### config.mk
export PLATFORM = sky130hd
export DESIGN_NAME = codificador_prioridad_16a4
export DESIGN_NICKNAME = d
export VERILOG_FILES = /design/src/rtl/codificador_prioridad_16a4.sv
export SDC_FILE = /design/constraint.sdc
export NUM_CORES = 1
export LEC_CHECK = 0
export ABC_AREA = 1
export CORE_UTILIZATION = 44
export CTS_BUF_LIST = sky130_fd_sc_hd__clkbuf_4 sky130_fd_sc_hd__clkbuf_8
export DETAILED_ROUTE_END_ITERATION = 7
export HOLD_SLACK_MARGIN = 0.15
export PLACE_DENSITY = 0.86
export SETUP_SLACK_MARGIN = 0.3
export SKIP_CTS_REPAIR_TIMING = 1
export SLEW_MARGIN = 25
export SYNTH_ARGS = -nofsm -noshare
export SYNTH_HDL_FRONTEND = slang
export SYNTH_SLANG_ARGS = --single-unit
### constraint.sdc
create_clock -name reloj -period 1.65 [get_ports reloj]
set_clock_uncertainty 0.1 [all_clocks]
set_input_delay 0.33 -clock reloj [delete_from_list [all_inputs] [get_ports reloj]]
set_output_delay 0.33 -clock reloj [all_outputs]
set_load 0.01 [all_outputs]
### src/rtl/codificador_prioridad_16a4.sv
// Registered 16-to-4 priority encoder: sticky pending requests, one offered
// index at a time, held on salida until the consumer acknowledges it.
module codificador_prioridad_16a4 #(
  parameter bit ALTA_PRIMERO = 1'b1
) (
  input  logic        reloj,
  input  logic        reset_n,
  input  logic [15:0] entrada,
  input  logic        enable,
  input  logic        ack,
  output logic [3:0]  salida,
  output logic        valido,
  output logic [15:0] pendientes
);

  localparam int unsigned N = 16;
  localparam int unsigned W = 4;

  typedef enum logic {ESPERA, OFERTA} estado_t;

  estado_t        estado, estado_sig;
  logic [N-1:0]   pend, pend_sig;
  logic [N-1:0]   clr_c;
  logic [W-1:0]   ganador_c;
  logic           carga_c;
  logic           acepta_c;

  // Winning index of the registered pending vector
  always_comb begin
    ganador_c = '0;
    if (ALTA_PRIMERO) begin
      for (int i = 0; i < N; i++) begin
        if (pend[i]) ganador_c = W'(i);
      end
    end else begin
      for (int i = N - 1; i >= 0; i--) begin
        if (pend[i]) ganador_c = W'(i);
      end
    end
  end

  // Next state and handshake strobes
  always_comb begin
    estado_sig = estado;
    carga_c    = 1'b0;
    acepta_c   = 1'b0;
    case (estado)
      ESPERA: begin
        if (enable && (pend != '0)) begin
          carga_c    = 1'b1;
          estado_sig = OFERTA;
        end
      end
      OFERTA: begin
        if (ack) begin
          acepta_c   = 1'b1;
          estado_sig = ESPERA;
        end
      end
      default: estado_sig = ESPERA;
    endcase
  end

  // Accepted index is cleared; a same-cycle request re-sets it
  always_comb begin
    clr_c    = acepta_c ? (N'(1) << salida) : '0;
    pend_sig = (pend & ~clr_c) | (enable ? entrada : '0);
  end

  always_ff @(posedge reloj or negedge reset_n) begin
    if (!reset_n) begin
      estado <= ESPERA;
      pend   <= '0;
      salida <= '0;
      valido <= 1'b0;
    end else begin
      estado <= estado_sig;
      pend   <= pend_sig;
      valido <= (estado_sig == OFERTA);
      if (carga_c) salida <= ganador_c;
    end
  end

  assign pendientes = pend;

endmodule

==> results by group <==
Timing
  – Part of the cycle the worst path needs: 99.9%
  – Tmin final: 1650 ps
  – Fin. max-slew vios: 0
  – Setup TNS: 0 ps
  – Fmax: 606 MHz
  – Worst slew pin tran: 338 ps
  – Final setup fails: 0
  – Fin. Hold Viols: 0
  – RSZ-0062 raised after global routing: yes
  – Max_slew headroom: 77.4%

Clock network
  – CTS Buf Count: 3
  – Clk Latency, worst-skew pair: 310 ps
  – H-Tree Depth: 1
  – CTS Sinks: 21
  – Root buffer cell: clkbuf_4
  – Clock-pin transition on the worst setup and hold timing paths: 120 ps
  – Max clock buf depth: 2
  – CTS tree: built

Final layout
  – Design Area, Final: 1780 sq um
  – Fillcell total: 135
  – Fin nets: 229
  – Area grow syn2layout: 69.5%
  – Number of diodes: 0
  – Fraction of layout cells with a size suffix above 1: 33.7%

Routing
  – Drt pass-1 iters: 4
  – Initial drt markers: 54
  – DRC: 0
  – Vias: 1,271
  – Detail Route Antenna Nets: 0
  – Via density: 5.39
  – WL final: 3780 um
  – Routed len/inst: 16.0 um

Worst setup path
  – Critical-path maximum fanout: 3
  – Worst EP required: 1760 ps
  – Worst Setup Path Type: reg2reg
  – CP endpoint kind: flip-flop
  – CP startpoint kind: flip-flop
  – Crit path DAT: 1760 ps

Logic synthesis
  – Post-Syn Nets: 161
  – Mapped Area: 1050 sq um
  – Post-synthesis mux area share: 0%
  – Compound-cell area share of the yosys netlist: 10.8%
  – Post-synthesis cell count: 141
  – Post-synthesis xor/xnor area fraction: 0%
  – Unique masters post-synth: 15
  – Register area share after synthesis: 50.2%
  – Syn avg cell area: 7.43 sq um
  – Post-synthesis adder-cell area fraction: 0%
  – Synth Register Bits: 21
  – Dominant combinational cell family by area after synthesis: simple AND/OR/NAND/NOR gates
  – Ys Warns: 0
  – Simple-gate portion of the synthesized area: 31.8%

Place
  – # port buffers: 40
  – Hpwl dp: 2160 um
  – Routability Congestion: 0.862
  – Placed cell areas: 1500 sq um

Floorplanning
  – CORE AREA: 2230 sq um
  – # IOs: 41
  – Initial Utilization: 46.9%
  – Die width: 50.8 um
  – FP Rows: 17
  – Die Y: 50.8 um
  – Die Footprint: 2580 sq um

Job
  – Total of max-cap violations: 0

Global routing
  – Vias in the first global route: 1,061
  – Global-route wire length before repair: 4800 um
  – Initial antenna violation count: 0
  – Global Route Usage Sum: 25.7%
  – Grt ovf: 0
  – Largest net degree at the start of global routing: 22

Hold path
  – Hold Crit Class: in2async

Run status
  – Status: complete, no violations

Pwr
  – Max IR drop VDD: 0.731 mV
  – Power Density: 772 nW/um^2
  – Leak: 0.000796 uW
where the power goes:
group | leakage (uW) | switching (uW) | internal [uW] | total, uW
registers | 0.000195 | 47.9 | 564 | 612
logic | 0.000583 | 249 | 234 | 483
clock network | 0.0000184 | 166 | 111 | 277
total | 0.000796 | 463 | 908 | 1370
final timing paths:
kind,startpoint,to,slack [ps],cells after the start
hold / removal,reset_n,pendientes[1],240,2
hold reg to reg,pendientes[11],pendientes[11],470,2
setup reg to reg,pendientes[1],salida[0],1,15
setup / recovery,pendientes[1],salida[0],1,15
min in group reloj,entrada[1],pendientes[1],440,3
max in group asynchronous,reset_n,salida[0],950,2
cell families after synthesis:
group / after synthesis
AND/OR/NAND/NOR: 78
AO/OA/AOI/OAI: 22
flip-flops: 21
buffers and inverters: 20
area by class of cell:
class                   instances  area (sq um)  share of cell area, %
inverters                      18          67.6                   3.81
repair buffers                 65           587                   33.1
multi-input cells             100           527                   29.7
flip-flops and latches         21           529                   29.8
well taps                      28          35.0                   1.97
clock buffers                   4          30.0                   1.69
through the flow:
stage | power (uW) | hold WS (ps) | utilization, % | cells | worst slack [ps]
detailed placement | 968 | 422 | 67.0 | 210 | 18.5
global route | 1440 | 253 | 79.5 | 236 | -55.4
finish | 1370 | 245 | 79.5 | 236 | 1.10
CTS | 1240 | 254 | 68.3 | 214 | -153
global placement | 950 | 416 | 67.0 | 210 | 43.3
floorplan | 756 | -65.6 | - | 141 | 308
metal layers:
layer  vias to the layer above  share of wire, %  GRT usage, %  routed length [um]
met1                       580                36          31.3                1350
met3                        16               8.0          5.15                 301
li1                        583                 -             -                   -
met5                         -                 0             0                   0
met2                        92                53          42.9                1990
met4                         0               3.6          13.0                 136
synth_stat cells:
| library cell | count | area, sq um |
|---|---|---|
| nor4_2 | 1 | 12.5 |
| clkbuf_1 | 1 | 3.75 |
| nand3_2 | 2 | 20.0 |
| dfrtp_1 | 21 | 526 |
| inv_2 | 1 | 3.75 |
| a21oi_1 | 1 | 5.00 |
| buf_2 | 1 | 5.00 |
| nand2_1 | 55 | 206 |
| nor2_2 | 1 | 6.26 |
| nand3b_1 | 1 | 7.51 |
| o21ai_0 | 19 | 95.1 |
| nor2_1 | 8 | 30.0 |
| nand3_1 | 10 | 50.1 |
| inv_1 | 17 | 63.8 |
| a31oi_1 | 2 | 12.5 |
critical path, cell delays in order, from the launching register on:
cell,delay (ps)
dfrtp_1,420
buf_4,150
nand2_1,70
nand2_1,60
nand2_1,50
nand2_1,50
nand2_1,70
nand2_1,50
nand2_1,50
nand2_1,70
nand2_1,80
nand2_1,70
nand2_1,80
nand2_1,50
nand2_1,70
a21oi_2,50
cells in the final DEF, fill, tap and decap left out:
master           Yosys  routed
nor2_1               8       4
nor4_2               1       1
clkbuf_4             0       4
nor2_2               1       3
clkdlybuf4s50_1      0      19
buf_2                1       2
a21oi_2              0       1
dfrtp_2              0       3
inv_2                1       4
clkbuf_2             0       7
nor2_4               0       2
a31oi_1              2       2
nand2_2              0       1
buf_6                0       9
o21ai_0             19       6
buf_4                0      20
dlymetal6s2s_1       0       8
nand3_2              2       6
nand3b_1             1       1
o21ai_1              0       7
nand2_1             55      54
nand3_4              0       1
dfrtp_1             21      18
nand3_1             10       5
inv_1               17      14
o21ai_2              0       6
sequential cells by signal (all words and copies together), names as in the netlist:
signal,flops
pendientes,16
salida,4
estado,1
Power figures use the tool's default switching activity.
